## src/rtl/lif_array.sv

```systemverilog
// lif_array: parametrised multi-channel leaky integrate-and-fire neuron array.
// Each channel integrates an unsigned current, leaks by a right shift, fires a
// one-cycle spike when the membrane reaches the shared threshold and then sits
// out a refractory period. A prescaler sets how often a timestep happens.
// Optional per-channel 8-bit saturating spike counters are built only when the
// macro LIF_ARRAY_SPIKE_COUNT_EN is defined; otherwise spike_cnt is tied to 0.

module lif_array #(
    parameter int CHANNELS      = 4,
    parameter int WIDTH         = 8,
    parameter int LEAK_SHIFT    = 1,
    parameter int REFRAC_CYCLES = 3,
    parameter int RESET_MODE    = 0,
    parameter int TICK_DIV      = 1
) (
    input  logic                      clk,
    input  logic                      rst,
    input  logic                      en,
    input  logic [WIDTH-1:0]          threshold,
    input  logic [CHANNELS*WIDTH-1:0] current,
    output logic [CHANNELS-1:0]       spike,
    output logic [CHANNELS*WIDTH-1:0] state,
    output logic                      tick,
    output logic [CHANNELS*8-1:0]     spike_cnt
);

    // Counter and refractory widths never drop below one bit so that the
    // degenerate TICK_DIV=1 and REFRAC_CYCLES=0 builds still elaborate.
    localparam int CNT_W = (TICK_DIV > 1) ? $clog2(TICK_DIV) : 1;
    localparam int RC_W  = (REFRAC_CYCLES > 0) ? $clog2(REFRAC_CYCLES + 1) : 1;

    localparam logic [CNT_W-1:0] CNT_LAST = CNT_W'(TICK_DIV - 1);
    localparam logic [RC_W-1:0]  RC_LOAD  = RC_W'(REFRAC_CYCLES);
    localparam logic [WIDTH:0]   SAT      = {1'b0, {WIDTH{1'b1}}};

    logic [CNT_W-1:0] cnt;
    logic             tick_now;

    assign tick_now = en && (cnt == CNT_LAST);

    // Prescaler: counts enabled cycles and wraps after the last one, freezing while en is low.
    always_ff @(posedge clk) begin
        if (rst) begin
            cnt <= '0;
        end else if (en) begin
            if (tick_now) begin
                cnt <= '0;
            end else begin
                cnt <= cnt + CNT_W'(1);
            end
        end
    end

    // Timestep strobe: registered so it lines up with the updated state and spikes.
    always_ff @(posedge clk) begin
        if (rst) begin
            tick <= 1'b0;
        end else begin
            tick <= tick_now;
        end
    end

    for (genvar g = 0; g < CHANNELS; g++) begin : g_ch
        logic [WIDTH-1:0] cur;
        logic [WIDTH-1:0] st;
        logic [WIDTH-1:0] leaked;
        logic [WIDTH:0]   raw_sum;
        logic [WIDTH:0]   sum;
        logic [RC_W-1:0]  rc;
        logic [WIDTH-1:0] st_next;
        logic [RC_W-1:0]  rc_next;
        logic             fire;
        logic             spk;

        assign cur     = current[g*WIDTH +: WIDTH];
        assign leaked  = st - (st >> LEAK_SHIFT);
        assign raw_sum = {1'b0, leaked} + {1'b0, cur};
        assign sum     = (raw_sum > SAT) ? SAT : raw_sum;

        // Next-step neuron rule: refractory hold/clear, otherwise leak, integrate and compare.
        always_comb begin
            st_next = st;
            rc_next = rc;
            fire    = 1'b0;
            if (rc != '0) begin
                rc_next = rc - RC_W'(1);
                if (RESET_MODE == 0) begin
                    st_next = '0;
                end
            end else if (sum >= {1'b0, threshold}) begin
                fire    = 1'b1;
                rc_next = RC_LOAD;
                if (RESET_MODE == 0) begin
                    st_next = '0;
                end else begin
                    st_next = WIDTH'(sum - {1'b0, threshold});
                end
            end else begin
                st_next = sum[WIDTH-1:0];
            end
        end

        // Channel registers: commit the step only on a timestep, spike is a one-cycle pulse.
        always_ff @(posedge clk) begin
            if (rst) begin
                st  <= '0;
                rc  <= '0;
                spk <= 1'b0;
            end else if (tick_now) begin
                st  <= st_next;
                rc  <= rc_next;
                spk <= fire;
            end else begin
                spk <= 1'b0;
            end
        end

        assign spike[g]                  = spk;
        assign state[g*WIDTH +: WIDTH]   = st;

`ifdef LIF_ARRAY_SPIKE_COUNT_EN
        logic [7:0] sc;

        // Spike counter: counts each visible spike pulse and sticks at 255 until reset.
        always_ff @(posedge clk) begin
            if (rst) begin
                sc <= 8'd0;
            end else if (spk && (sc != 8'hFF)) begin
                sc <= sc + 8'd1;
            end
        end

        assign spike_cnt[g*8 +: 8] = sc;
`else
        assign spike_cnt[g*8 +: 8] = 8'd0;
`endif
    end

endmodule
```

## config.mk

```make
export PLATFORM = sky130hd
export DESIGN_NAME = lif_array
export DESIGN_NICKNAME = d
export VERILOG_FILES = /design/src/rtl/lif_array.sv
export SDC_FILE = /design/constraint.sdc
export NUM_CORES = 1
export LEC_CHECK = 0
export CAP_MARGIN = 10
export CORE_ASPECT_RATIO = 1.4
export CORE_MARGIN = 3
export CORE_UTILIZATION = 53
export DETAILED_ROUTE_END_ITERATION = 7
export MAX_ROUTING_LAYER = met4
export PLACE_DENSITY = 0.84
export SLEW_MARGIN = 20
export SYNTH_ARGS = -nofsm -noshare
export SYNTH_HDL_FRONTEND = slang
export SYNTH_SLANG_ARGS = --single-unit
```

## constraint.sdc

```tcl
create_clock -name clk -period 6.25 [get_ports clk]
set_clock_uncertainty 0.2 [all_clocks]
set_input_delay 1.25 -clock clk [delete_from_list [all_inputs] [get_ports clk]]
set_output_delay 1.25 -clock clk [all_outputs]
set_load 0.03 [all_outputs]
```

==> results of run 1 <==
kinds of logic after synthesis:
logic type      after synthesis
xor+xnor                     33
simple gates                156
buf+inv                     130
compound gates              173
fa+ha+maj                   104
other cells                   1
mux                           8
flops                        46
worst register-to-register path, stage by stage, from the launching register on:
cell and delay, ns:
sky130_fd_sc_hd__dfxtp_1 0.44, sky130_fd_sc_hd__inv_1 0.08, sky130_fd_sc_hd__ha_1 0.26, sky130_fd_sc_hd__nor2b_1 0.12, sky130_fd_sc_hd__o21ai_0 0.19, sky130_fd_sc_hd__a21boi_0 0.15
sky130_fd_sc_hd__o21ai_0 0.28, sky130_fd_sc_hd__nor2b_1 0.23, sky130_fd_sc_hd__xnor2_1 0.14, sky130_fd_sc_hd__ha_1 0.28, sky130_fd_sc_hd__and3_1 0.17, sky130_fd_sc_hd__a211oi_2 0.36
sky130_fd_sc_hd__a211o_1 0.39, sky130_fd_sc_hd__nor2b_1 0.27, sky130_fd_sc_hd__ha_1 0.27, sky130_fd_sc_hd__nor2b_1 0.11, sky130_fd_sc_hd__o21ai_1 0.11, sky130_fd_sc_hd__a2111oi_4 0.34
sky130_fd_sc_hd__o21ai_2 0.14, sky130_fd_sc_hd__a21o_4 0.28, sky130_fd_sc_hd__a311oi_2 0.23
cells in the final DEF, fill, tap and decap left out, drive strengths merged, types with 3 or more instances in the layout:
| cell | instances |
|---|---|
| a211o | 3 |
| a211oi | 23 |
| a21boi | 3 |
| a21o | 13 |
| a21oi | 41 |
| a2bb2oi | 3 |
| a311oi | 9 |
| a31oi | 3 |
| a32o | 3 |
| and3 | 4 |
| clkbuf | 6 |
| clkdlybuf4s50 | 79 |
| conb | 32 |
| dfxtp | 46 |
| fa | 8 |
| ha | 96 |
| inv | 84 |
| mux2i | 7 |
| nand2 | 32 |
| nand2b | 9 |
| nand3 | 5 |
| nor2 | 42 |
| nor2b | 19 |
| nor3 | 18 |
| nor3b | 7 |
| o2111a | 3 |
| o211a | 4 |
| o211ai | 3 |
| o21a | 10 |
| o21ai | 27 |
| o21bai | 7 |
| o31a | 4 |
| or2 | 10 |
| or3 | 3 |
| xnor2 | 27 |
| xor2 | 6 |
metal layers:
layer | wire length (um) | up-vias
li1 | - | 2379
met1 | 5230 | 2181
met2 | 6560 | 102
met3 | 437 | 22
met4 | 269 | 0
met5 | 0 | -
Yosys cell counts (5+ instances only):
library cell               instances  area (sq um)
sky130_fd_sc_hd__a21oi_1          40           200
sky130_fd_sc_hd__xnor2_1          27           236
sky130_fd_sc_hd__o21bai_1          7          52.6
sky130_fd_sc_hd__nor3b_1           7          52.6
sky130_fd_sc_hd__nor2_1           42           158
sky130_fd_sc_hd__a21o_1           12          90.1
sky130_fd_sc_hd__ha_1             96          1200
sky130_fd_sc_hd__inv_1            84           315
sky130_fd_sc_hd__o21ai_0          20           100
sky130_fd_sc_hd__dfxtp_1          46           921
sky130_fd_sc_hd__a211oi_1         18           135
sky130_fd_sc_hd__fa_1              8           160
sky130_fd_sc_hd__clkbuf_1          7          26.3
sky130_fd_sc_hd__nand2b_1          9          56.3
sky130_fd_sc_hd__xor2_1            6          52.6
sky130_fd_sc_hd__nand3_1           5          25.0
sky130_fd_sc_hd__a211oi_2          5          62.6
sky130_fd_sc_hd__a311oi_1          6          52.6
sky130_fd_sc_hd__nor2b_1          18           113
sky130_fd_sc_hd__mux2i_1           7          70.1
sky130_fd_sc_hd__buf_4            36           270
sky130_fd_sc_hd__nand2_1          31           116
sky130_fd_sc_hd__nor3_1           18          90.1
sky130_fd_sc_hd__or2_2            10          62.6
sky130_fd_sc_hd__o21a_1           10          75.1
metrics by stage:
stage	instances	worst slack [ns]	hold WS [ns]	instance area [sq um]
2_1_floorplan	682	1.55	0.249	5490
3_3_place_gp	849	1.24	0.264	6150
3_5_place_dp	849	0.980	0.272	6150
4_1_cts	856	1.13	0.283	6290
5_1_grt	856	0.701	0.322	6290
6_report	856	1.13	0.286	6290
flip-flops by register name, summed over array words and instances (netlist names):
| name | count |
|---|---|
| g_ch.st | 32 |
| g_ch.rc | 8 |
| g_ch.spk | 4 |
| cnt | 1 |
| tick | 1 |
final cells by class:
class | count | area, sq um
clock buffer | 6 | 129
fill | 851 | 3380
inverter | 84 | 315
multi-input combinational | 506 | 3950
timing repair buffer | 81 | 806
clock inverter | 1 | 7.51
tap | 132 | 165
sequential | 46 | 921
how the worst max path moves through the flow:
stage               endpoint  slack [ns]  cells past startpoint
4_1_cts        g_ch[1].st[2]        1.13                     20
6_report       g_ch[1].st[2]        1.13                     20
5_1_grt        g_ch[1].st[2]        0.70                     20
2_1_floorplan  g_ch[1].st[1]        1.55                     20
3_5_place_dp   g_ch[3].st[4]        0.98                     16
3_3_place_gp   g_ch[3].st[4]        1.24                     16
==> summary by stage, run 1 <==
Synth
The xor-xnor portion of the synthesized cell area is about 5.4%. The number of flip-flops and latches in the synthesized netlist is 46. After Yosys synthesis, full adders, half adders and majority gates account for 25.3% of the synthesized area. The dominant register cell in the synthesized netlist is sky130_fd_sc_hd__dfxtp_1.

The cell count after synthesis is 651. Summing the areas of all compound-gate instances in the mapped netlist gives about a quarter of the synthesized area. Yosys mapped a number of flops with a built-in enable equal to 0.

The main combinational cell family by area after synthesis is adder cells. The sequential element share of the synthesized area is about 17%. The post-synthesis instance area is 5370 sq um. The share of synthesized area spent on multiplexers is 1.51%. The synthesized area per cell is 8.25 sq um. Of all flip-flops after synthesis, the portion carrying an async set or reset was 0%. The synthesized netlist contains 64 unique library cells. The post-synthesis simple-gate area fraction is 14.6%. During synthesis, Yosys emitted a total of 0 warnings.

Worst setup path
On the critical path, the stage with the largest delay is an instance of sky130_fd_sc_hd__dfxtp_1. The critical path endpoint category is a flop. The classification of the worst setup path is flop to flop. The reg2reg setup slack is 1.13 ns.

The destination of the worst register-to-register timing path is g_ch[1].st[2]. Tracing the worst setup path back leads to its startpoint at g_ch[1].st[2]. Data on the critical path is required at its endpoint by 6.26 ns. The depth of the most critical reg-to-reg path is 20.

The maximum fanout count along the critical path is 11. The critical path goes through inv_1 -> ha_1 -> nor2b_1 -> o21ai_0 -> a21boi_0 -> o21ai_0 -> nor2b_1 -> xnor2_1 -> ha_1 -> and3_1 -> a211oi_2 -> a211o_1 -> nor2b_1 -> ha_1 -> nor2b_1 -> o21ai_1 -> a2111oi_4 -> o21ai_2 -> a21o_4 -> a311oi_2. The number of buffers and inverters on the critical path is 1. The category of the worst setup path launch point is a flop. The arrival time at the worst endpoint is 5.14 ns. Counting stages on the worst path, the most repeated cell is sky130_fd_sc_hd__nor2b_1. The family with the most delay on the worst path is compound AO/OA/AOI/OAI gates. In this design, the stage delay of the slowest critical-path cell is approximately 0.44 ns. The source of the worst register-to-register timing path is g_ch[1].st[2].

Route
The first routing iteration left roughly 190 violations. For this run, design rule violations remaining after detail routing come to 0. The first detailed-routing pass ran for 4 iterations.

After detailed routing, the number of vias per cell comes to around 5.5. In this run the remaining antenna-violating nets after routing total 0. After detailed routing, the total wire length is 12.5 mm.

The mean routed wirelength per cell is ~15 um. The via total after detailed routing is 4684.

Clock network
The setup fix buffers added after clock tree synthesis is 0. The clock root buffer is sky130_fd_sc_hd__clkbuf_16. Counting the buffers created by CTS gives 5. TritonCTS built the clock tree. The clock tree synthesis step divided the H-tree into 2 levels.

The number of clock sinks is 46. Gates resized during post-CTS repair numbered 0. For the worst-skew pair, the clock arrives at the later sink with an insertion delay of 0.29 ns. The number of hold-repair buffers added at the cts stage is 0.

Clock-pin slew was measured on the worst setup and hold paths at 0.07 ns. The clock passes through at most 2 buffers.

GRT
Global routing consumed, over all layers together, 22.7% of the routing resources. The most crowded layer after global routing is met2. The routing usage on met1 is 25.0%. After global routing the overflow that remains totals 0. The via count of the first global-routing pass is between 4000 and 5000. Global routing consumed, on the met3 layer, 3.19% of the routing resources. The maximum number of pins on one net before global-route repair is 37. The global-route track usage on met2 is 41.1%. The number of antenna violations at the first check in global routing is 0. The first global-routing pass estimated between 20 and 25 mm of wire.

Timing
For this run, the top clock speed supported by timing is between 150 and 200 MHz. Setup violations remaining at the end of the flow were counted as 0. The number of failing hold endpoints at the final stage is 0. After layout, the worst path uses 82.0% of the clock period. The number of slew-limit violations in the final report is 0. Setup repair after global routing left no endpoint under its margin. The total negative slack for setup checks is 0 ns. The worst-margin pin slew is roughly 0.68 ns. Headroom to the max-slew limit came out at 54.6%. The smallest clock period supported by the final layout is computed as 5.12 ns.

Die
The die area is between 10000 and 15000 sq um. The total I/O pin count is about 110. The die is 91.1 um wide. Row generation in the floorplan step produced 42 rows. The core area is between 9000 and 10000 sq um.

The die is 125 um tall. The initial utilization of the core area, before any placement, comes to 55.6%.

Run
Across the run, the number of max-cap violations was 0.

Cells and area
For this run, the share of the core covered by cells in the final layout is 65.0%. From synthesis to final layout, the design area changed by 17.0%. For this run, the post-layout net count is 871. In the final layout, the share of cells above drive strength 1 is 5.25%.

The repair_antennas step left the layout with diodes totalling 0.

Placed design
Input and output buffers added on the ports amount to 79. The final estimated routing congestion in global placement is about 0.94. The wire-length estimate of the detail-placed layout is slightly above 10 mm.

Worst hold path
The hold path startpoint is g_ch[1].rc[0]. The end point of the worst hold path is g_ch[1].rc[0]. The worst hold path belongs to the class flop to flop. The worst hold path cell count is 1.

Status
The run finished with clean final reports.
Power of run 1 is left out: the tool's default activity adds up to more than one toggle a clock period on the data nets, which glitch-free logic cannot reach.
==> run 2, diff against run 1 <==
--- a/config.mk
+++ b/config.mk
@@ -8,10 +8,10 @@
 export CAP_MARGIN = 10
 export CORE_ASPECT_RATIO = 1.4
 export CORE_MARGIN = 3
-export CORE_UTILIZATION = 53
+export CORE_UTILIZATION = 48
 export DETAILED_ROUTE_END_ITERATION = 7
 export MAX_ROUTING_LAYER = met4
-export PLACE_DENSITY = 0.84
+export PLACE_DENSITY = 0.81
 export SLEW_MARGIN = 20
 export SYNTH_ARGS = -nofsm -noshare
 export SYNTH_HDL_FRONTEND = slang
==> constraint.sdc (replaced) <==
create_clock -name clk -period 4.7 [get_ports clk]
set_clock_uncertainty 0.2 [all_clocks]
set_input_delay 0.94 -clock clk [delete_from_list [all_inputs] [get_ports clk]]
set_output_delay 0.94 -clock clk [all_outputs]
set_load 0.03 [all_outputs]
==> run 2 against run 1 <==
  * Design area is 5.2% higher
  * Die area rose by 9.8%
  * Sequential share of layout area down 0.59 points
  * Flip-flop and latch count stayed put
  * First-iteration DRC count decreased by 10%
  * Count of clock-buffer cells in the layout increased by 1
  * Critical path depth decreased by 1
  * Routed wire length increased by 3.7%
  * Utilization shrank 4.2 points
  * Critical path type unchanged
  * Highest routed layer unchanged
==> summary by stage, run 2 (synthesis results as in run 1) <==
GRT
Global routing used between 20% and 30% of the available tracks. The total congestion overflow after global routing is 0. The number of antenna violations at the first check in global routing is 0. The global-route wire length before repair is roughly 22 mm.

The via count of the first global-routing pass is 4939. Entering global routing, the biggest net connects 36 pins.

Die
The die is 131 um tall. The chip width is 95.4 um. Row generation in the floorplan step produced 45 rows. The die area is 12500 sq um. The total I/O pin count is 112.

The initial core utilization is 49.5%. The core area is approximately 11000 sq um.

Worst setup path
The number of cells on the worst reg-to-reg path is 19. The critical path ends at g_ch[0].st[0]. Walking the worst path, the cells encountered are inv_1 -> ha_1 -> fa_1 -> inv_1 -> a21o_1 -> a21oi_1 -> o21bai_1 -> a21oi_1 -> xnor2_1 -> ha_1 -> or2_2 -> o31a_2 -> or2_2 -> ha_1 -> a21oi_1 -> o21ai_1 -> o22ai_2 -> a31oi_2 -> a211oi_1. The slowest stage of the critical path belongs to the cell sky130_fd_sc_hd__fa_1. The destination of the worst register-to-register timing path is g_ch[0].st[0]. The startpoint identified for the worst register-to-register timing path is g_ch[0].st[0]. Together, buffers and inverters on the worst path number 2. The worst setup path is launched from a flop. Of all nets on the critical path, the largest fanout is 8. The data required time of the critical path is 4.70 ns.

The launching element of the worst setup path is g_ch[0].st[0]. The critical path runs through a total of 19 cells. The arrival time at the worst endpoint is 4.50 ns.

The worst setup path is captured at a flop. The family with the most delay on the worst path is compound AO/OA/AOI/OAI gates. By startpoint and endpoint, the worst setup path is classified as flop to flop.

The reg2reg setup slack is 0.20 ns. The maximum single-stage delay on the critical path is 0.41 ns.

Cells and area
Relative to the synthesized area, the layout overhead comes to 23.1%. The largest registers in the layout are g_ch.st (32), g_ch.rc (8), g_ch.spk (4). The register with the most flip-flops is g_ch.st. After the flow finishes, the layout carries non-filler instances totaling between 800 and 900.

The antenna diode instance count is 0. The number of flip-flops in the largest register is 32. In the final design database the tool counted around 890 nets. After routing the design area is 6610 sq um. The proportion of layout cells with a drive suffix above 1 is 12.6%. In the layout the commonest cells are sky130_fd_sc_hd__ha_1 (94), sky130_fd_sc_hd__inv_1 (84), sky130_fd_sc_hd__clkdlybuf4s50_1 (79). The library cell used most frequently in the layout, excluding fill and tap cells, is sky130_fd_sc_hd__ha_1.

Route
The total iterations of the first detailed-routing run is 4. The detailed router's first-iteration violation count is 166. After detailed routing, the number of vias per cell comes to 5.46. For this run, design rule violations remaining after detail routing come to 0. The count of nets left with antenna violations after detail routing is 0. For this block, the routed nets add up to about 13 mm of wire. After detailed routing, the average wire length per cell comes to 14.6 um. The via total after detailed routing is 4841.

Clock network
For this design, the CTS-stage hold fixing added 0 buffers. The depth of the CTS H-tree is 2. Clock-pin slew was measured on the worst setup and hold paths at 0.06 ns. The TritonCTS clock tree is yes. The clock network latency to the later pin of the worst-skew pair is 0.30 ns. In this run the deepest clock path goes through 2 buffers.

Clock tree synthesis found a total of 46 sinks. CTS placed an instance of sky130_fd_sc_hd__clkbuf_16 at the clock tree root. The TritonCTS buffer count is 5.

Timing
The highest attainable clock frequency is 222 MHz. The number of slew-limit violations in the final report was 0. The minimum clock period after layout is 4.50 ns.

The worst-margin pin slew is 0.689 ns. Setup violations remaining at the end of the flow were counted as 0. The total negative slack for setup checks is 0 ns. The headroom to the max-slew limit is 53.9%. The number of failing hold endpoints at the final stage is 0. In the finished design, the share of the clock period the worst path needs comes to 95.8%.

Across all hold checks on the routed design, the worst slack comes to 0.282 ns.

Placed design
The port buffer count is 79. The placed instance area is about 6300 sq um. The post-DP HPWL is 10.6 mm. The instance count after placement with tap cells included is 872.

The congestion estimate from routability-driven global placement came to 0.834.

Run
The tool flagged a number of max-cap violations equal to 0.

Status
The flow ran to the end, and the final reports show no timing, DRC or antenna violations.

Worst hold path
The path class of the lowest-slack min-delay path is flop to flop.
[run 2: cell count changes in the layout (fill, tap and decap cells not counted), moves of 5 or more]
cell                       change
sky130_fd_sc_hd__a211oi_1      -5
sky130_fd_sc_hd__buf_4        +20
sky130_fd_sc_hd__dfxtp_1       -5
sky130_fd_sc_hd__a21oi_2       +5
sky130_fd_sc_hd__a21oi_1       -5
sky130_fd_sc_hd__o21ai_0       -7
sky130_fd_sc_hd__a211oi_2      +5
[run 2: metrics by stage]
| stage | util, % | worst slack (ns) |
|---|---|---|
| final | 60.9 | 0.199 |
| after floorplan | - | 0.0692 |
| after detailed placement | 57.7 | -0.118 |
| after global routing | 60.9 | -0.0420 |
| after CTS | 59.2 | 0.00990 |
| after global placement | 57.7 | 0.0247 |
[run 2: routing by layer]
layer | global-route usage, % | share of wire (%) | vias to the layer above
li1 | - | - | 2424
met1 | 23.1 | 38 | 2278
met2 | 39.4 | 55 | 115
met3 | 2.63 | 4.5 | 24
met4 | 7.20 | 2.8 | 0
met5 | - | 0 | -
[run 2: final cells by class]
| cell class | count | area, sq um |
|---|---|---|
| tap | 141 | 176 |
| clock inverter | 1 | 5.00 |
| timing repair buffer | 101 | 956 |
| inverter | 84 | 315 |
| clock buffer | 7 | 143 |
| multi-input combinational | 506 | 4090 |
| fill | 923 | 4250 |
| sequential | 46 | 930 |
[run 2: worst min path at each step]
stage / slack [ns] / from / end / depth (start not counted)
after floorplan: 0.25 / g_ch[1].rc[0] / g_ch[1].rc[0] / 1
after global placement: 0.26 / g_ch[1].rc[0] / g_ch[1].rc[0] / 1
after detailed placement: 0.27 / g_ch[1].rc[0] / g_ch[1].rc[0] / 1
after CTS: 0.28 / g_ch[2].rc[0] / g_ch[2].rc[0] / 2
after global routing: 0.31 / g_ch[1].rc[0] / g_ch[1].rc[0] / 1
final: 0.28 / g_ch[2].rc[0] / g_ch[2].rc[0] / 2
[run 2: what timing repair did]
action                     in CTS  in global routing
pin swaps                       1                 18
setup buffers                   1                  5
resized for setup               3                 43
setup endpoints to repair      14                 40
cloned                          0                  0
[run 2: worst register-to-register path, stage by stage, from the launching register on]
cell and delay (ns):
sky130_fd_sc_hd__dfxtp_1 0.37, sky130_fd_sc_hd__inv_1 0.06, sky130_fd_sc_hd__ha_1 0.23, sky130_fd_sc_hd__fa_1 0.41, sky130_fd_sc_hd__inv_1 0.07, sky130_fd_sc_hd__a21o_1 0.11
sky130_fd_sc_hd__a21oi_1 0.09, sky130_fd_sc_hd__o21bai_1 0.16, sky130_fd_sc_hd__a21oi_1 0.10, sky130_fd_sc_hd__xnor2_1 0.14, sky130_fd_sc_hd__ha_1 0.20, sky130_fd_sc_hd__or2_2 0.32
sky130_fd_sc_hd__o31a_2 0.36, sky130_fd_sc_hd__or2_2 0.31, sky130_fd_sc_hd__ha_1 0.29, sky130_fd_sc_hd__a21oi_1 0.16, sky130_fd_sc_hd__o21ai_1 0.08, sky130_fd_sc_hd__o22ai_2 0.23
sky130_fd_sc_hd__a31oi_2 0.22, sky130_fd_sc_hd__a211oi_1 0.29
Power of run 2 is left out for the same reason.
==> variant: new RTL, config.mk and constraints of run 2 <==
Add a define of `LIF_ARRAY_SPIKE_COUNT_EN`.
--- a/src/rtl/lif_array.sv
+++ b/src/rtl/lif_array.sv
@@ -5,4 +5,6 @@
 // Optional per-channel 8-bit saturating spike counters are built only when the
 // macro LIF_ARRAY_SPIKE_COUNT_EN is defined; otherwise spike_cnt is tied to 0.
+
+`define LIF_ARRAY_SPIKE_COUNT_EN
 
 module lif_array #(
Formal check against the unedited RTL: not equivalent (Yosys sat finds a counterexample within 4 cycles, from zero or initial values and one cycle with rst high).
==> variant against run 2 <==
  * Worst setup slack lost 11 ps
  * Largest cell class unchanged
  * Worst hold slack better by 15 ps
  * Sequential cell count is 32 higher
  * Cell area rose by 26%
  * Routed wire length grew 20%
  * Area after synthesis grew 19%
  * Synthesized cell count up 19%
  * Highest routed layer unchanged
  * Critical path depth rose by 2
Power is left out: the tool's default activity adds up to more than one toggle a clock period on the data nets, which glitch-free logic cannot reach.
==> variant: results (changes against run 2) <==
metric,value,unit,change
Reg2Reg Setup Slack,190,ps,
met3 routed wirelength,428,um,-26%
Nets,1057,,+19%
layout cells sized above 1,0.104,,-0.0219
Reg area,1570,um2,+69%
GR Util met1,0.230,,-0.000969
DR WL met2,8300,um,+17%
source of the worst register-to-register timing path,g_ch[3].st[0],,
met1 WL,6380,um,+29%
post-route ant nets,0,,unchanged
ys async rst share,0,,unchanged
first-pass GRT wire length,25700,um,+19%
Pre-antenna DRT Iters,4,,unchanged
post-CTS setup buffer count,0,,-1
inverters,86,,+2.4%
final sequential cell count,78,,+70%
# clk buffers,12,,+5
number of vias per cell,5.41,,-1.0%
number of H-tree levels,3,,+1
Synth cell types,59,,-7.8%
Critical Path Fanout Max,3,,-5
DP HPWL,12200,um,+15%
"Clk Latency, worst-skew pair",330,ps,+30 ps
multi-input combinational area share,0.549,,-0.0689
met3 usage,0.0258,,-0.000566
Tot GR Track Use,0.214,,-0.000405
GR Util met2,0.403,,+0.00887
Routed WL per cell,14.3,um,-2.5%
R2R depth,21,,+2
RR Endpoint,g_ch[3].rc[1],,
Port Buffer Count,111,,+41%
DRT iter0 DRCs,205,,+23%
"Buffers, non-clock",139,,+38%
Clock buf/inv share,0.0380,,+0.0157
CTS resizes,2,,-1
worst hold start,g_ch[1].st[2],,
Crit path largest cell delay,400,ps,
fill cell count,1133,,+23%
biggest regs,"g_ch.sc: 32 flops, g_ch.st: 32 flops, g_ch.rc: 8 flops",,
worst hold path depth,2,,unchanged
TritonCTS Buffers,9,,+4
buffering overhead,0.159,,+0.0145
Least-Margin Pin Slew,796,ps,+107 ps
RePlAce Congestion,0.851,,+2.0%
largest net degree at the start of global routing,45,,+25%
register area share after synthesis,0.244,,+0.0722
synth top area cells,"dfxtp_1, ha_1, xnor2_1",,
Worst Path Arrival,4530,ps,+30 ps
"Slowest-stage cell, CP",fa_2,,
initial antenna violation count,0,,unchanged
WHS Endpoint,g_ch[1].st[2],,
vias in the first global route,5743,,+16%
most frequent cells after synthesis,"ha_1, inv_1, dfxtp_1",,
status,completed,,
multi-input logic cell count,592,,+17%
-- variant: changes by cell type after synthesis, moves of 7 or more --
cell,delta
nor2_1,+25
buf_4,-32
dfxtp_1,+32
nand2_1,+14
nand4_1,+8
nand2b_1,+8
xor2_1,+14
nand3_1,+16
xnor2_1,+16
a211oi_1,+9
a21oi_1,+9
clkbuf_1,+7
-- variant: cell families after synthesis --
logic type	synth area share
buffers and inverters	0.0648
AOI/OAI and AO/OA	0.193
muxes	0.0146
xor gates and xnor gates	0.0860
and+or+nand+nor	0.178
adders and majority gates	0.220
DFF	0.244
-- variant: metrics by stage --
stage          cell area, um2  hold slack (ps)  worst slack (ps)  TNS (ps)  cells
2_1_floorplan            6410              237               114         0    776
4_1_cts                  8180              291              59.3         0   1087
3_3_place_gp             7850              251              35.7         0   1071
5_1_grt                  8330              313             -88.6      -471   1089
3_5_place_dp             7850              276             -16.3     -27.7   1071
6_report                 8330              297               188         0   1089
